File: config.mk
export PLATFORM = sky130hd
export DESIGN_NAME = qracc_act_loader
export DESIGN_NICKNAME = d
export VERILOG_FILES = /design/src/rtl/qracc_act_loader.sv
export SDC_FILE = /design/constraint.sdc
export NUM_CORES = 2
export LEC_CHECK = 0
export BUFFER_PORTS_ARGS = -buffer_cell sky130_fd_sc_hd__buf_2
export CAP_MARGIN = 20
export CORE_ASPECT_RATIO = 0.8
export CORE_UTILIZATION = 45
export DETAILED_ROUTE_END_ITERATION = 12
export PLACE_DENSITY = 0.66
export SLEW_MARGIN = 20
export SYNTH_ARGS = -nofsm -noshare
export SYNTH_HDL_FRONTEND = slang
export SYNTH_SLANG_ARGS = --single-unit
File: constraint.sdc
create_clock -name clk -period 2.9 [get_ports clk]
set_clock_uncertainty 0.05 [all_clocks]
set_input_delay 0.58 -clock clk [delete_from_list [all_inputs] [get_ports clk]]
set_output_delay 0.58 -clock clk [all_outputs]
set_load 0.02 [all_outputs]
File: src/rtl/qracc_act_loader.sv
// Activation loader: packs narrow activation beats into full MAC vectors for seq_acc,
// double-buffered (fill slot + output slot) so filling overlaps delivery.
module qracc_act_loader #(
   parameter int inputBits     = 5,
   parameter int inputElements = 128,
   parameter int beatElements  = 8,
   parameter int countBits     = 16
) (
   input  logic                                           clk,
   input  logic                                           nrst,
   input  logic                                           clear_i,
   input  logic [beatElements-1:0][inputBits-1:0]         act_data_i,
   input  logic                                           act_valid_i,
   output logic                                           act_ready_o,
   output logic [inputElements-1:0][inputBits-1:0]        mac_data_o,
   output logic                                           mac_valid_o,
   input  logic                                           mac_ready_i,
   output logic [countBits-1:0]                           vec_count_o
);

   localparam int BEATS = inputElements / beatElements;
   localparam int BW    = (BEATS > 1) ? $clog2(BEATS) : 1;

   if ((inputElements % beatElements) != 0 || inputElements < beatElements) begin : g_bad_cfg
      $error("qracc_act_loader: inputElements must be a positive multiple of beatElements");
   end

   // Both streams: a transfer happens on a rising edge where valid && ready;
   // the sender holds data stable until then, ready may depend on the consumer side.

   logic [BEATS-1:0][beatElements-1:0][inputBits-1:0] fill_q;
   logic [inputElements-1:0][inputBits-1:0]           out_q;
   logic [BW-1:0]                                     beat_q;
   logic                                              fill_full_q;
   logic                                              out_valid_q;
   logic [countBits-1:0]                              count_q;

   logic beat_fire;
   logic vec_fire;
   logic move;
   logic last_beat;

   assign move        = fill_full_q && (!out_valid_q || mac_ready_i);
   assign act_ready_o = nrst && (!fill_full_q || move);
   assign beat_fire   = act_valid_i && act_ready_o;
   assign vec_fire    = out_valid_q && mac_ready_i;
   assign last_beat   = (beat_q == BW'(BEATS - 1));

   always_ff @(posedge clk) begin
      if (!nrst || clear_i) begin
         fill_q      <= '0;
         out_q       <= '0;
         beat_q      <= '0;
         fill_full_q <= 1'b0;
         out_valid_q <= 1'b0;
         count_q     <= '0;
      end else begin
         // The fill slot may be rewritten on the same edge it moves out:
         // the output register captures the pre-edge contents.
         if (beat_fire) begin
            fill_q[beat_q] <= act_data_i;
            beat_q         <= last_beat ? '0 : beat_q + BW'(1);
         end

         fill_full_q <= (fill_full_q && !move) || (beat_fire && last_beat);

         if (move) begin
            out_q       <= fill_q;
            out_valid_q <= 1'b1;
         end else if (vec_fire) begin
            out_valid_q <= 1'b0;
         end

         if (vec_fire) begin
            count_q <= count_q + countBits'(1);
         end
      end
   end

   assign mac_data_o  = out_q;
   assign mac_valid_o = out_valid_q;
   assign vec_count_o = count_q;

endmodule

==> summary.txt <==
Global routing
  – First-pass GRT wire length: 210,800 µm
  – GR Util All Layers: 28.19%
  – Vias in the first global route: 33,860
  – Antenna violations before repair: 14
  – Largest net degree at the start of global routing: 139
  – Global route total overflow: 0

Timing
  – Max Clock Freq: 362.2 MHz
  – Min Tclk post-route: 2.761 ns
  – Tightest Pin Transition: 0.8854 ns
  – RSZ-0062 raised after global routing: no
  – Final Hold Viols: 0
  – Slew headroom: 40.97%
  – Tcrit/Tclk final: 95.20%
  – Final setup fails: 0
  – Slew Limit Fails: 0
  – Final TNS setup: 0 ns

Route
  – Initial DRC Count: 3,449
  – Met3 wire len: 9959 µm
  – Top Layer Used: met4
  – Routed vias/inst: 5.364
  – Drt first pass iters: 6
  – Residual DRC: 0
  – Met1 WL: 61,220 µm
  – Vias: 37,570
  – Total Wirelength: 144,000 µm
  – Post-route ant nets: 0
  – Mean routed wirelength per cell: 20.56 µm
  – Met2 wire len: 67,720 µm

Floorplanning
  – Die Ht: 280.2 µm
  – Core Region: 95,410 µm²
  – Rows: 101
  – Die area: 98,020 µm²
  – Top-Level Pins: 703
  – Initial Utilization: 45.64%
  – Die extent in x: 349.8 µm

CTS
  – Root Driver: clkbuf_16
  – Reg clk slew, reported paths: 0.06 ns
  – H-tree depth: 3
  – Worst skew pair latency: 0.69 ns
  – CTS tree: done
  – Inserted Clock Buffers: 119
  – Postcts setup bufs: 0
  – CTS Hold Bufs: 0
  – Number of gates resized after cts: 0
  – Clock buffer depth: 3
  – CTS sink count: 1,302

Finish
  – Fin cells: 7,004
  – Area grow syn2layout: 19.89%
  – Post-layout nets: 5,667
  – Layout cells sized above 1: 19.24%
  – Most frequent cells in the layout: 1,319 x nand2_1, 1,302 x dfxtp_1, 702 x buf_2, 652 x nand3_1, 650 x a21oi_1
  – Most common cell after layout, fill and taps aside: nand2_1

Place
  – Detail Placement HPWL: 89,620 µm
  – Port bufs: 702
  – GP Congestion: 0.8379
  – DP Cell Count: 6,783

Power
  – Total power: 34.36 mW
  – Sw Pwr: 7.519 mW
  – Comb pwr share: 2.4%
  – Sw frac: 21.88%
  – VDD IR max: 0.0004643 V
  – Leakage: 19.39 nW
  – Cell Pwr Density: 658.2 nW/µm²
  – Cell Int Power: 26.84 mW
  – Clock share of power: 45.5%
  – Sequential Power Share: 52.1%

Run
  – Max_cap viols: 0

Synth
  – Number of synthesized register bits: 1,302
  – Syn avg cell area: 8.470 µm²
  – Post-Synthesis Cells: 5,141
  – Mapped Nets: 5,191
  – Syn. warnings: 0
  – Seq/Total Area, Yosys: 59.86%
  – Synthesized area: 43,540 µm²
  – Count of cell types in the netlist: 34

Worst setup path
  – CP endpoint kind: output pin
  – R2R depth: 4
  – Worst EP required: 2.27 ns
  – Slowest cell delay on critical path: 0.52 ns
  – Max FO, Critical Path: 14
  – Slowest cell on the critical path: dfxtp_1
  – Crit path cell chain: and3b_1, buf_4, nor2b_1, buf_2
  – CP Launch Type: register
  – Data arrival, critical path: 2.13 ns
  – Crit path kind: register to output pin

Worst hold path
  – Hold Path Stages: 3
  – Hold Path Class: input port to register

Run status
  – Outcome: completed
-- metrics by stage --
stage               setup slack (ns)  hold slack [ns]  area (µm²)  utilization [%]
floorplan                     0.9468           0.3821       43540                -
global placement              0.3327           0.3836       48280            50.60
detailed placement            0.2372           0.3921       48280            50.60
CTS                           0.1092           0.1625       52190            54.70
global route                 0.01550           0.1878       52190            54.70
finish                        0.1393           0.2182       52200            54.72
-- cell families (layout without fill, tap and decap cells) --
family | count (synthesis) | in the layout | share of synthesized area, %
adder cells (fa/ha/maj) | 5 | 5 | 0.1437
XOR/XNOR | 8 | 8 | 0.1609
AO/OA/AOI/OAI | 1299 | 1299 | 15.30
buffers and inverters | 481 | 1051 | 4.695
other | 0 | 6 | 0
AND/OR/NAND/NOR | 2044 | 2044 | 19.80
flip-flops | 1302 | 1302 | 59.86
multiplexers | 2 | 2 | 0.04598
-- path summary, 6_finish.rpt --
| path | from | to | slack, ns |
|---|---|---|---|
| worst max-delay path | mac_valid_o$_SDFFE_PP0P_ | act_ready_o | 0.14 |
| worst min-delay path | mac_ready_i | vec_count_o[1]$_SDFFE_PP0P_ | 0.22 |
| worst max register to register | mac_valid_o$_SDFFE_PP0P_ | fill_q[219]$_SDFFE_PP0P_ | 0.58 |
| worst min register to register | fill_q[142]$_SDFFE_PP0P_ | mac_data_o[142]$_SDFFE_PP0P_ | 0.39 |
-- flip-flops by register name, indices dropped and copies added, names as in the netlist --
register,count
fill_q,640
vec_count_o,16
fill_full_q,1
beat_q,4
mac_valid_o,1
mac_data_o,640
-- per-layer routing --
metal  up-vias  global-route usage, %
li1      18140                      -
met1     17880                  37.82
met2      1318                  45.86
met3       237                  4.250
met4         0                  10.56
met5         -                      0
-- power by group through the flow --
stage               logic [mW]  registers [mW]  clock network (mW)
floorplan                0.361            18.3                   0
global placement         0.808            18.3                   0
detailed placement       0.811            18.3                   0
CTS                      0.810            17.9                15.8
global route             0.842            17.9                16.6
finish                   0.813            17.9                15.6
-- critical path, delay by kind of cell (launching register included) --
| family | cells | cell delay, ns |
|---|---|---|
| buffers and inverters | 2 | 0.40 |
| DFF | 1 | 0.52 |
| and+or+nand+nor | 2 | 0.52 |
-- synthesized netlist by cell type --
master,n,area (µm²)
ha_1,5,62.56
clkbuf_1,294,1104
nor2_1,12,45.04
buf_6,10,112.6
or4_4,1,11.26
o211ai_1,1,7.510
o21ai_2,40,350.3
xnor2_1,2,17.52
nand4_1,6,37.54
nor4_1,2,12.51
nand3_1,652,3263
and3_1,1,6.260
and3b_1,1,8.760
or4_1,4,30.03
o21ai_0,604,3023
nor3_1,2,10.01
and2b_1,1,7.510
xor2_1,6,52.55
buf_4,4,30.03
mux2i_1,2,20.02
nand2b_1,6,37.54
dfxtp_1,1302,26070
a31o_2,1,8.760
a21oi_1,650,3253
or3_1,16,100.1
buf_2,119,595.6
nor2b_1,3,18.77
inv_1,3,11.26
buf_1,51,191.4
and4_1,2,17.52
nand2_1,1334,5007
nor3b_1,1,7.510
o21ai_1,2,10.01
a41oi_1,1,8.760
-- cell type report --
| type | instances | area [µm²] |
|---|---|---|
| clock inverters | 34 | 316.6 |
| clock buffers | 181 | 3592 |
| fillers | 8893 | 43210 |
| diodes | 6 | 15.01 |
| inverters | 3 | 11.26 |
| well taps | 1287 | 1610 |
| repair buffers | 833 | 5072 |
| multi-input cells | 3358 | 15520 |
| flip-flops and latches | 1302 | 26070 |
Power figures use the tool's default switching activity.
